===== src/rtl/cpu_pkg.sv =====
// Shared CPU definitions: opcode constants, memory-stage FSM states and the
// op-class decode used by the memory stage.
package cpu_pkg;

  localparam logic [4:0] OP_NOP   = 5'b00000;
  localparam logic [4:0] OP_LOAD  = 5'b01101;
  localparam logic [4:0] OP_STORE = 5'b01110;
  localparam logic [4:0] OP_PUSH  = 5'b01111;
  localparam logic [4:0] OP_POP   = 5'b10000;

  typedef enum logic {
    IDLE,
    ACCESS
  } mem_state_e;

  typedef enum logic [1:0] {
    OPC_NONMEM,
    OPC_LOAD,
    OPC_STORE
  } op_class_e;

  function automatic op_class_e op_class(input logic [4:0] op);
    op_class_e cls;
    cls = OPC_NONMEM;
    if (op == OP_LOAD || op == OP_POP) cls = OPC_LOAD;
    else if (op == OP_STORE || op == OP_PUSH) cls = OPC_STORE;
    return cls;
  endfunction

  // NOP is the only non-memory op that leaves the register file untouched.
  function automatic logic writes_reg(input logic [4:0] op);
    return op != OP_NOP;
  endfunction

endpackage


===== src/rtl/mem_stage.sv =====
// Memory stage: issues data-memory accesses for loads/stores, passes other
// results through, and presents a registered writeback bundle with backpressure.
module mem_stage
  import cpu_pkg::*;
#(
  parameter int TIMEOUT_CYCLES = 255
) (
  input  logic        clk,
  input  logic        rst_n,
  input  logic        in_valid,
  output logic        in_ready,
  input  logic [31:0] exeOut,
  input  logic [31:0] RegData1_o,
  input  logic [4:0]  opcode,
  input  logic [4:0]  wb_reg_in,
  output logic        dmem_req,
  output logic        dmem_we,
  output logic [31:0] dmem_addr,
  output logic [31:0] dmem_wdata,
  input  logic [31:0] dmem_rdata,
  input  logic        dmem_ack,
  output logic        out_valid,
  input  logic        out_ready,
  output logic [31:0] wb_data,
  output logic [4:0]  wb_reg,
  output logic        wb_en,
  output logic        fault
);

  localparam int CNT_W = $clog2(TIMEOUT_CYCLES + 1);

  mem_state_e       state, state_nxt;
  op_class_e        cls;
  logic [CNT_W-1:0] tmo_cnt;
  logic [4:0]       dst_q;
  logic             accept, misaligned, tmo_hit, start_access;
  logic             load_bundle, bundle_wen, bundle_fault;
  logic [31:0]      bundle_data;
  logic [4:0]       bundle_reg;

  assign cls          = op_class(opcode);
  assign in_ready     = (state == IDLE) && (!out_valid || out_ready);
  assign accept       = in_valid && in_ready;
  assign misaligned   = (exeOut[1:0] != 2'b00);
  assign start_access = accept && (cls != OPC_NONMEM) && !misaligned;
  assign tmo_hit      = (tmo_cnt == CNT_W'(TIMEOUT_CYCLES - 1));
  assign dmem_req     = (state == ACCESS);

  always_ff @(posedge clk or negedge rst_n) begin
    if (!rst_n) state <= IDLE;
    else        state <= state_nxt;
  end

  // dmem_we doubles as the held op class while in ACCESS (1 = store).
  always_comb begin
    state_nxt    = state;
    load_bundle  = 1'b0;
    bundle_data  = exeOut;
    bundle_reg   = wb_reg_in;
    bundle_wen   = 1'b0;
    bundle_fault = 1'b0;
    case (state)
      IDLE: begin
        if (accept) begin
          if (cls == OPC_NONMEM) begin
            load_bundle = 1'b1;
            bundle_wen  = writes_reg(opcode);
          end else if (misaligned) begin
            load_bundle  = 1'b1;
            bundle_fault = 1'b1;
          end else begin
            state_nxt = ACCESS;
          end
        end
      end
      ACCESS: begin
        bundle_reg  = dst_q;
        bundle_data = dmem_addr;
        if (dmem_ack) begin
          load_bundle = 1'b1;
          state_nxt   = IDLE;
          bundle_wen  = !dmem_we;
          if (!dmem_we) bundle_data = dmem_rdata;
        end else if (tmo_hit) begin
          load_bundle  = 1'b1;
          bundle_fault = 1'b1;
          state_nxt    = IDLE;
        end
      end
      default: state_nxt = IDLE;
    endcase
  end

  always_ff @(posedge clk or negedge rst_n) begin
    if (!rst_n) begin
      dmem_we    <= 1'b0;
      dmem_addr  <= '0;
      dmem_wdata <= '0;
      dst_q      <= '0;
      tmo_cnt    <= '0;
    end else if (start_access) begin
      dmem_we    <= (cls == OPC_STORE);
      dmem_addr  <= exeOut;
      dmem_wdata <= RegData1_o;
      dst_q      <= wb_reg_in;
      tmo_cnt    <= '0;
    end else if (state == ACCESS) begin
      if (dmem_ack || tmo_hit) begin
        dmem_we <= 1'b0;
        tmo_cnt <= '0;
      end else begin
        tmo_cnt <= tmo_cnt + CNT_W'(1);
      end
    end
  end

  // Writeback bundle: a new load always wins over the consume-clear.
  always_ff @(posedge clk or negedge rst_n) begin
    if (!rst_n) begin
      out_valid <= 1'b0;
      wb_data   <= '0;
      wb_reg    <= '0;
      wb_en     <= 1'b0;
      fault     <= 1'b0;
    end else if (load_bundle) begin
      out_valid <= 1'b1;
      wb_data   <= bundle_data;
      wb_reg    <= bundle_reg;
      wb_en     <= bundle_wen;
      fault     <= bundle_fault;
    end else if (out_ready) begin
      out_valid <= 1'b0;
    end
  end

endmodule


===== config.mk =====
export PLATFORM = sky130hd
export DESIGN_NAME = mem_stage
export DESIGN_NICKNAME = d
export VERILOG_FILES = /design/src/rtl/cpu_pkg.sv /design/src/rtl/mem_stage.sv
export SDC_FILE = /design/constraint.sdc
export NUM_CORES = 1
export LEC_CHECK = 0
export BUFFER_PORTS_ARGS = -buffer_cell sky130_fd_sc_hd__buf_2
export CAP_MARGIN = 15
export CORE_MARGIN = 2
export CORE_UTILIZATION = 49
export CTS_CLUSTER_DIAMETER = 80
export DETAILED_ROUTE_END_ITERATION = 6
export PLACE_DENSITY_LB_ADDON = 0.3
export SLEW_MARGIN = 20
export SYNTH_ARGS = -nofsm -noshare
export SYNTH_HDL_FRONTEND = slang
export SYNTH_SLANG_ARGS = --single-unit
export TNS_END_PERCENT = 30

===== constraint.sdc =====
create_clock -name clk -period 2.56 [get_ports clk]
set_input_delay 0.256 -clock clk [delete_from_list [all_inputs] [get_ports clk]]
set_output_delay 0.256 -clock clk [all_outputs]
set_load 0.01 [all_outputs]

==> results of run 1 <==
## Yosys cell counts, drive strengths merged
master | instances | area [sq um]
mux2 | 109 | 1230
o21ai | 3 | 15.0
a41oi | 1 | 8.76
o211ai | 7 | 52.6
nor2 | 36 | 138
nand2 | 6 | 22.5
ha | 2 | 25.0
o21ba | 1 | 10.0
clkbuf | 7 | 26.3
nand3 | 7 | 35.0
nor4 | 1 | 21.3
nand3b | 2 | 15.0
buf | 16 | 109
nor3b | 1 | 7.51
mux2i | 34 | 340
or3 | 2 | 12.5
nor2b | 3 | 18.8
a221o | 1 | 10.0
dfrtp | 119 | 2980
and3b | 1 | 8.76
xor2 | 1 | 8.76
o22ai | 1 | 6.26
or4 | 1 | 7.51
inv | 5 | 18.8
a32oi | 1 | 27.5
nand2b | 4 | 25.0
xnor2 | 1 | 8.76
o2bb2ai | 1 | 8.76
a21oi | 35 | 179
nor3 | 2 | 10.0
and4 | 1 | 8.76
or2 | 1 | 6.26
nand4 | 5 | 31.3
and2 | 2 | 12.5
## cell type report
cell class                      instances  share of cell area
Clock buffer                           24              0.0593
Sequential cell                       119               0.375
Clock inverter                          8              0.0151
Timing Repair Buffer                  290               0.233
Inverter                                5             0.00237
Multi-Input combinational cell        273               0.293
Tap cell                              140              0.0221
## worst max path at each step
stage               startpoint          end  slack, ps  cells after the start
global placement    tmo_cnt[0]  wb_data[21]        680                      8
detailed placement  tmo_cnt[0]  wb_data[11]        630                      8
finish                dmem_req     in_ready        250                      4
CTS                   dmem_req     in_ready        230                      4
global route          dmem_req     in_ready        120                      4
floorplan           tmo_cnt[0]  wb_data[13]        700                      8
## metrics by stage
stage	utilization	cells	area, sq um
floorplan	-	420	5440
global placement	0.618	763	6700
detailed placement	0.618	763	6700
CTS	0.732	859	7930
global route	0.732	859	7930
finish	0.732	859	7930
## routing by layer
| layer | track usage | wire length (um) | part of all wire | vias up |
|---|---|---|---|---|
| met5 | 0 | 0 | 0 | - |
| met3 | 0.0759 | 1150 | 0.079 | 31 |
| met4 | 0.108 | 347 | 0.024 | 0 |
| met1 | 0.272 | 5640 | 0.39 | 2141 |
| met2 | 0.433 | 7360 | 0.51 | 214 |
| li1 | - | - | - | 2086 |
## kinds of logic after synthesis
family | after synthesis | synth area share
fa+ha+maj | 2 | 0.00460
xor+xnor | 2 | 0.00322
simple gates | 75 | 0.0699
flops | 119 | 0.547
buf+inv | 28 | 0.0283
mux | 143 | 0.288
compound gates | 51 | 0.0584
## power groups by stage
stage / sequential [mW] / clock, mW / combinational (mW)
after global placement: 2.88 / 0 / 2.63
after detailed placement: 2.92 / 0 / 2.71
final: 2.91 / 2.37 / 2.79
after global routing: 3.00 / 2.51 / 3.04
after CTS: 2.90 / 2.41 / 2.80
after floorplan: 3.16 / 0 / 1.37
## critical path: stages, from the launching register on
cell,delay [ps]
dfrtp_2,450
buf_4,480
inv_1,270
and2_1,200
buf_2,140
## timing repair
action / in CTS / in global routing
hold endpoints to repair: 106 / 0
buffers inserted: 0 / 0
hold buffers: 64 / 0
==> run_results.csv, run 1 <==
group,metric,value,unit
power_and_ir_drop,p_leak,3.99,nW
finish,multiInputGateArea,2320,sq um
grt,grt_pass1_vias,4552,
power_and_ir_drop,p_seq_frac,0.361,
power_and_ir_drop,pwr-share-clk,0.294,
drt,post_drt_via_cell_ratio,5.21,
clocking,clk_latency,510,ps
setup_path,r2r_end,"wb_data[11]",
setup_path,end_kind,"output port",
hold_path,holdPathEnd,"dmem_addr[8]",
synth,ys_types,39,
grt,grt_max_degree,53,
timing,worst_slack,249,ps
hold_path,worstHoldStart,"exeOut[8]",
run_status,status,"finished, final reports clean",
floorplan,coreArea,10800,sq um
grt,grt_usage,0.245,
timing,setup_viol,0,
timing,finalCritPeriodShare,0.903,
clocking,htreeDepth,4,
timing,tightest_slew,589,ps
setup_path,r2r_slack,570,ps
synth,synth_warnings,0,
finish,fill_cells,746,
clocking,cts.sinks,119,
timing,holdWs,28.0,ps
synth,ys_seq_area_frac,0.547,
finish,final_common_cell,"buf_2",
power_and_ir_drop,p_per_area,1020,nW/um^2
hold_path,hold_path_class,"primary input to register",
grt,antenna_found_initial,0,
finish,drive_gt1_frac,0.515,
drt,ant_nets,0,
floorplan,die_x,109,um
finish,finish.net_count,819,
clocking,clk_pin_slew,60,ps
synth,synth_cells,420,
drt,drc,0,
drt,vias,4472,
power_and_ir_drop,p_int,5.49,mW
finish,biggestRegsByFlops,"dmem_addr: 32 flops, dmem_wdata: 32 flops, wb_data: 32 flops",
setup_path,path_class,"register to output port",
timing,min_period,2310,ps
grt,grt_pass1_wl,22400,um
power_and_ir_drop,ir_worst_vdd,0.516,mV
synth,syn_area_per_cell,13.0,sq um
synth,ys_ff_latch,119,
drt,wl_per_cell,16.9,um
timing,rsz0062_at_grt,"false",
finish,most-common-layout-cells,"buf_2 (216), dfrtp_1 (118), mux2_2 (109), dlygate4sd3_1 (64), nor2_1 (35)",
timing,hold_viol_final,0,
timing,setup_tns,0,ps
timing,maxSlewViolCount,0,
floorplan,dieArea,12000,sq um
clocking,tritoncts,"done",
setup_path,r2r-start,"tmo_cnt[0]",
finish,synthToLayoutAreaGrowth,45.8,%
placement,dp.final_hpwl,9300,um
power_and_ir_drop,p_switching,2.58,mW
hold_path,worstHoldPathCells,2,
timing,worst_clock_skew,6.59,ps
finish,n_antenna_cell,0,
flow_run,maxCapViolCount,0,
grt,overflow,0,
drt,drtIter0Drc,261,
setup_path,worstPathRequired,2300,ps
floorplan,start_util,0.502,
placement,pre_cts_slack,626,ps
power_and_ir_drop,combPwrFrac,0.345,
timing,max_freq,433,MHz
clocking,clockRootBuffer,"clkbuf_8",
drt,dr.pass1.iters,4,
finish,seq_area,2980,sq um
clocking,numCtsBuffers,17,
placement,portBuffers,217,
synth,syn_area,5440,sq um
setup_path,path_max_fanout,51,
floorplan,boundaryPins,218,
clocking,post_cts_resized,0,
power_and_ir_drop,swShare,0.320,
setup_path,worstRegToRegCells,8,
floorplan,num_rows,38,
synth,syn_nets,533,
clocking,clk_path_buf_depth,2,
power_and_ir_drop,p_total,8.07,mW
placement,place.gp.congestion,0.808,
timing,relSlewSlack,0.607,
setup_path,worstPathArrival,2050,ps
drt,detail_route.wirelength,14500,um
setup_path,start_kind,"register",
floorplan,dieHeight,109,um
No activity file was read; power rests on OpenSTA's default activity.
==> inputs of run 2 (changes only) <==
--- a/config.mk
+++ b/config.mk
@@ -8,7 +8,7 @@
 export BUFFER_PORTS_ARGS = -buffer_cell sky130_fd_sc_hd__buf_2
 export CAP_MARGIN = 15
 export CORE_MARGIN = 2
-export CORE_UTILIZATION = 49
+export CORE_UTILIZATION = 40
 export CTS_CLUSTER_DIAMETER = 80
 export DETAILED_ROUTE_END_ITERATION = 6
 export PLACE_DENSITY_LB_ADDON = 0.3
==> constraint.sdc (replaced) <==
create_clock -name clk -period 2.9 [get_ports clk]
set_input_delay 0.29 -clock clk [delete_from_list [all_inputs] [get_ports clk]]
set_output_delay 0.29 -clock clk [all_outputs]
set_load 0.01 [all_outputs]
==> run_results.csv, run 2 (synthesized netlist as in run 1, its figures left out) <==
group,metric,value,unit
power_and_ir_drop,combPwrFrac,0.342,
timing,maxSlewViolCount,0,
floorplan,num_rows,42,
power_and_ir_drop,pwr-share-clk,0.287,
setup_path,cp_cell_sequence,"inv_1, ha_1, nand4_1, o21ai_0, buf_4, a21oi_4, buf_4, mux2_2",
power_and_ir_drop,p_switching,2.23,mW
timing,finalCritPeriodShare,0.678,
power_and_ir_drop,p_leak,3.71,nW
setup_path,path_buf_inv,3,
finish,finish.net_count,756,
power_and_ir_drop,p_int,4.64,mW
placement,dp.final_hpwl,9450,um
floorplan,coreArea,13200,sq um
grt,grt_pass1_vias,4347,
timing,max_freq,509,MHz
timing,worst_clock_skew,5.66,ps
drt,drc,0,
hold_path,hold_path_class,"primary input to register",
clocking,htreeDepth,4,
setup_path,slowest_stage,"dfrtp_1",
clocking,numCtsBuffers,17,
finish,n_antenna_cell,0,
drt,detail_route.wirelength,12900,um
timing,relSlewSlack,0.503,
grt,antenna_found_initial,0,
clocking,clk_path_buf_depth,2,
finish,synthToLayoutAreaGrowth,34.5,%
setup_path,worstPathRequired,3180,ps
grt,grt_pass1_wl,21000,um
setup_path,path_class,"register to register",
clocking,post_cts_resized,0,
setup_path,worstPathArrival,2250,ps
finish,final_common_cell,"buf_2",
run_status,status,"finished, final reports clean",
drt,vias,4176,
grt,overflow,0,
placement,portBuffers,217,
timing,hold_viol_final,0,
drt,ant_nets,0,
drt,drtIter0Drc,110,
power_and_ir_drop,swShare,0.324,
setup_path,end_kind,"register",
timing,setup_viol,0,
finish,biggestRegsByFlops,"dmem_addr: 32 flops, dmem_wdata: 32 flops, wb_data: 32 flops",
power_and_ir_drop,p_seq_frac,0.371,
clocking,clk_pin_slew,60,ps
clocking,tritoncts,"done",
floorplan,dieHeight,121,um
setup_path,start_kind,"register",
finish,drive_gt1_frac,0.570,
placement,pre_cts_slack,883,ps
power_and_ir_drop,p_per_area,939,nW/um^2
floorplan,start_util,0.411,
power_and_ir_drop,p_total,6.87,mW
setup_path,worst_path_most_repeated_cell,"buf_4",
placement,place.gp.congestion,0.799,
drt,dr.pass1.iters,4,
power_and_ir_drop,ir_worst_vdd,0.611,mV
setup_path,critPathTopFamily,"buffers and inverters",
clocking,clk_latency,410,ps
finish,most-common-layout-cells,"buf_2 (216), dfrtp_1 (118), mux2_2 (109), nor2_1 (35)",
clocking,cts.sinks,119,
drt,wl_per_cell,15.5,um
setup_path,max_stage_delay,440,ps
grt,grt_max_degree,64,
timing,rsz0062_at_grt,"false",
flow_run,maxCapViolCount,0,
timing,tightest_slew,745,ps
floorplan,die_x,121,um
timing,worst_slack,934,ps
floorplan,dieArea,14500,sq um
floorplan,boundaryPins,218,
drt,post_drt_via_cell_ratio,5.02,
timing,min_period,1970,ps
grt,grt_usage,0.184,
clocking,clockRootBuffer,"clkbuf_16",
setup_path,path_max_fanout,20,
timing,setup_tns,0,ps
[run 2: changes by cell type in the layout (fill, tap and decap cells not counted), moves of 2 or more]
cell / delta
dlygate4sd3_1: -63
clkbuf_1: -4
bufinv_16: -2
clkinv_2: +2
clkinv_4: +2
clkinvlp_4: +2
[run 2: final timing paths]
path	end	slack, ps	start	cells after the start
min in group asynchronous	dmem_wdata[22]	490	rst_n	2
worst min-delay path	dmem_wdata[27]	110	RegData1_o[27]	2
worst max register to register	wb_data[16]	930	tmo_cnt[0]	8
worst max-delay path	wb_data[16]	930	tmo_cnt[0]	8
worst min register to register	wb_reg[4]	500	wb_reg[4]	1
max in group asynchronous	dmem_wdata[9]	1580	rst_n	3
[run 2: final cells by class]
class,count,area [sq um]
clock inverters,12,103
clock buffers,20,467
well taps,176,220
inverters,5,18.8
repair buffers,227,1200
flip-flops and latches,119,2980
fillers,1161,5930
multi-input cells,273,2320
[run 2: per-layer routing]
metal	vias up	GRT usage	part of all wire
li1	1962	-	-
met1	2024	0.207	0.40
met5	-	0	0
met2	166	0.313	0.50
met4	0	0.0792	0.022
met3	24	0.0665	0.084
[run 2: through the flow]
stage,std cells,hold WS (ps),area (sq um),utilization
floorplan,420,-5.59,5440,-
global placement,799,392,6740,0.509
detailed placement,799,405,6740,0.509
CTS,832,93.0,7310,0.552
global route,832,94.0,7310,0.552
finish,832,114,7310,0.552
[run 2: power by group through the flow]
| stage | combinational [mW] | clock, mW | sequential, mW |
|---|---|---|---|
| floorplan | 1.21 | 0 | 2.79 |
| global placement | 2.34 | 0 | 2.54 |
| detailed placement | 2.40 | 0 | 2.57 |
| CTS | 2.40 | 2.02 | 2.55 |
| global route | 2.59 | 2.12 | 2.62 |
| finish | 2.35 | 1.97 | 2.55 |
[run 2: repair_timing]
action / in CTS / in global routing
hold buffers: 1 / 0
buffers inserted: 0 / 0
hold endpoints to repair: 56 / 0
==> inputs of run 3 (changes only) <==
==> constraint.sdc (replaced) <==
create_clock -name clk -period 1.8 [get_ports clk]
set_input_delay 0.18 -clock clk [delete_from_list [all_inputs] [get_ports clk]]
set_output_delay 0.18 -clock clk [all_outputs]
set_load 0.01 [all_outputs]
==> run_results.csv, run 3 (synthesized netlist as in run 1, its figures left out) <==
group,metric,value,unit
floorplan,dieHeight,121,um
setup_path,start_kind,"register",
drt,detail_route.wirelength,13500,um
clocking,clk_latency,410,ps
power_and_ir_drop,p_total,11.3,mW
clocking,numCtsBuffers,17,
finish,layout.cells.non_filler,872,
clocking,htreeDepth,4,
timing,tightest_slew,639,ps
run_status,status,"finished, final reports clean",
drt,ant_nets,0,
finish,n_antenna_cell,0,
floorplan,start_util,0.411,
clocking,cts.sinks,119,
drt,drtIter0Drc,156,
timing,setup_tns,0,ps
timing,relSlewSlack,0.574,
clocking,clk_pin_slew,60,ps
placement,portBuffers,217,
clocking,clockRootBuffer,"clkbuf_16",
finish,most-common-layout-cells,"buf_2 (216), dfrtp_1 (118), mux2_2 (109), nor2_1 (35)",
timing,finalCritPeriodShare,0.962,
floorplan,dieArea,14500,sq um
grt,grt_max_degree,120,
setup_path,worstPathArrival,2020,ps
power_and_ir_drop,p_per_area,1460,nW/um^2
placement,place.gp.congestion,0.818,
timing,maxSlewViolCount,0,
floorplan,boundaryPins,218,
floorplan,die_x,121,um
timing,min_period,1730,ps
timing,worst_clock_skew,7.19,ps
drt,wl_per_cell,15.4,um
placement,dp.final_hpwl,9350,um
hold_path,hold_path_class,"primary input to register",
timing,setup_viol,0,
drt,vias,4285,
drt,dr.pass1.iters,4,
placement,place_inst,807,
floorplan,num_rows,42,
clocking,tritoncts,"done",
grt,grt_usage,0.191,
finish,finish.net_count,796,
grt,antenna_found_initial,0,
grt,grt_pass1_vias,4524,
drt,post_drt_via_cell_ratio,4.91,
finish,synthToLayoutAreaGrowth,42.1,%
timing,hold_viol_final,0,
power_and_ir_drop,ir_worst_vdd,0.963,mV
placement,pre_cts_slack,42.8,ps
drt,drc,0,
finish,drive_gt1_frac,0.553,
power_and_ir_drop,p_leak,3.89,nW
finish,final_common_cell,"buf_2",
timing,worst_slack,69.2,ps
flow_run,maxCapViolCount,0,
setup_path,path_max_fanout,21,
setup_path,worstPathRequired,2090,ps
setup_path,end_kind,"register",
timing,max_freq,578,MHz
grt,overflow,0,
setup_path,path_class,"register to register",
timing,rsz0062_at_grt,"false",
grt,grt_pass1_wl,21800,um
floorplan,coreArea,13200,sq um
finish,biggestRegsByFlops,"dmem_addr: 32 flops, dmem_wdata: 32 flops, wb_data: 32 flops",
clocking,clk_path_buf_depth,2,
==> run 3: cell type report <==
cell class,count,area (sq um)
tap,176,220
sequential,119,2980
fill,1119,5510
clock buffer,17,425
clock inverter,15,133
timing repair buffer,267,1620
multi-input combinational,273,2330
inverter,5,22.5
==> run 3: per-stage QoR <==
stage | instance area, sq um | util | hold WS (ps)
after CTS | 7710 | 0.582 | 0.169
final | 7730 | 0.584 | 18.2
after floorplan | 5440 | - | -116
after global routing | 7730 | 0.584 | 3.31
after global placement | 6830 | 0.516 | 321
after detailed placement | 6830 | 0.516 | 330
==> run 3: report_power, final <==
part	total, mW	switching (mW)	leakage, nW	internal [mW]
Combinational	4.04	1.97	2.11	2.07
Sequential	4.10	0.511	1.51	3.59
Clock	3.14	1.25	0.265	1.90
==> run 3: metal layers <==
layer	track usage	vias to the layer above	wire, um	part of all wire
met3	0.0637	25	1080	0.080
met1	0.223	2056	5500	0.41
li1	-	2039	-	-
met4	0.0828	0	290	0.022
met5	0	-	0	0
met2	0.322	165	6600	0.49
==> run 3: critical path: stages (launching register included) <==
cell and delay, ps:
dfrtp_1 340, inv_1 50, ha_1 220, nand4_1 150, o21ai_2 100, a21oi_4 190, buf_12 200, mux2_2 350
==> run 3: timing repair <==
action,CTS,global route
setup endpoints to repair,1,5
gates resized for setup,2,1
gates cloned,0,0
hold endpoints to repair,148,2
hold buffers,30,2
pin swaps,0,0
buffers inserted,1,0
==> run 3: worst paths after layout <==
kind                            endpoint  cells past startpoint        from  slack, ps
setup / recovery             wb_data[11]                      7  tmo_cnt[0]         70
hold / removal             dmem_addr[14]                      2  exeOut[14]         20
setup reg to reg             wb_data[11]                      7  tmo_cnt[0]         70
hold reg to reg               wb_data[2]                      1  wb_data[2]        500
max in group asynchronous     wb_data[6]                      3       rst_n        910
min in group asynchronous  dmem_wdata[9]                      3       rst_n        390
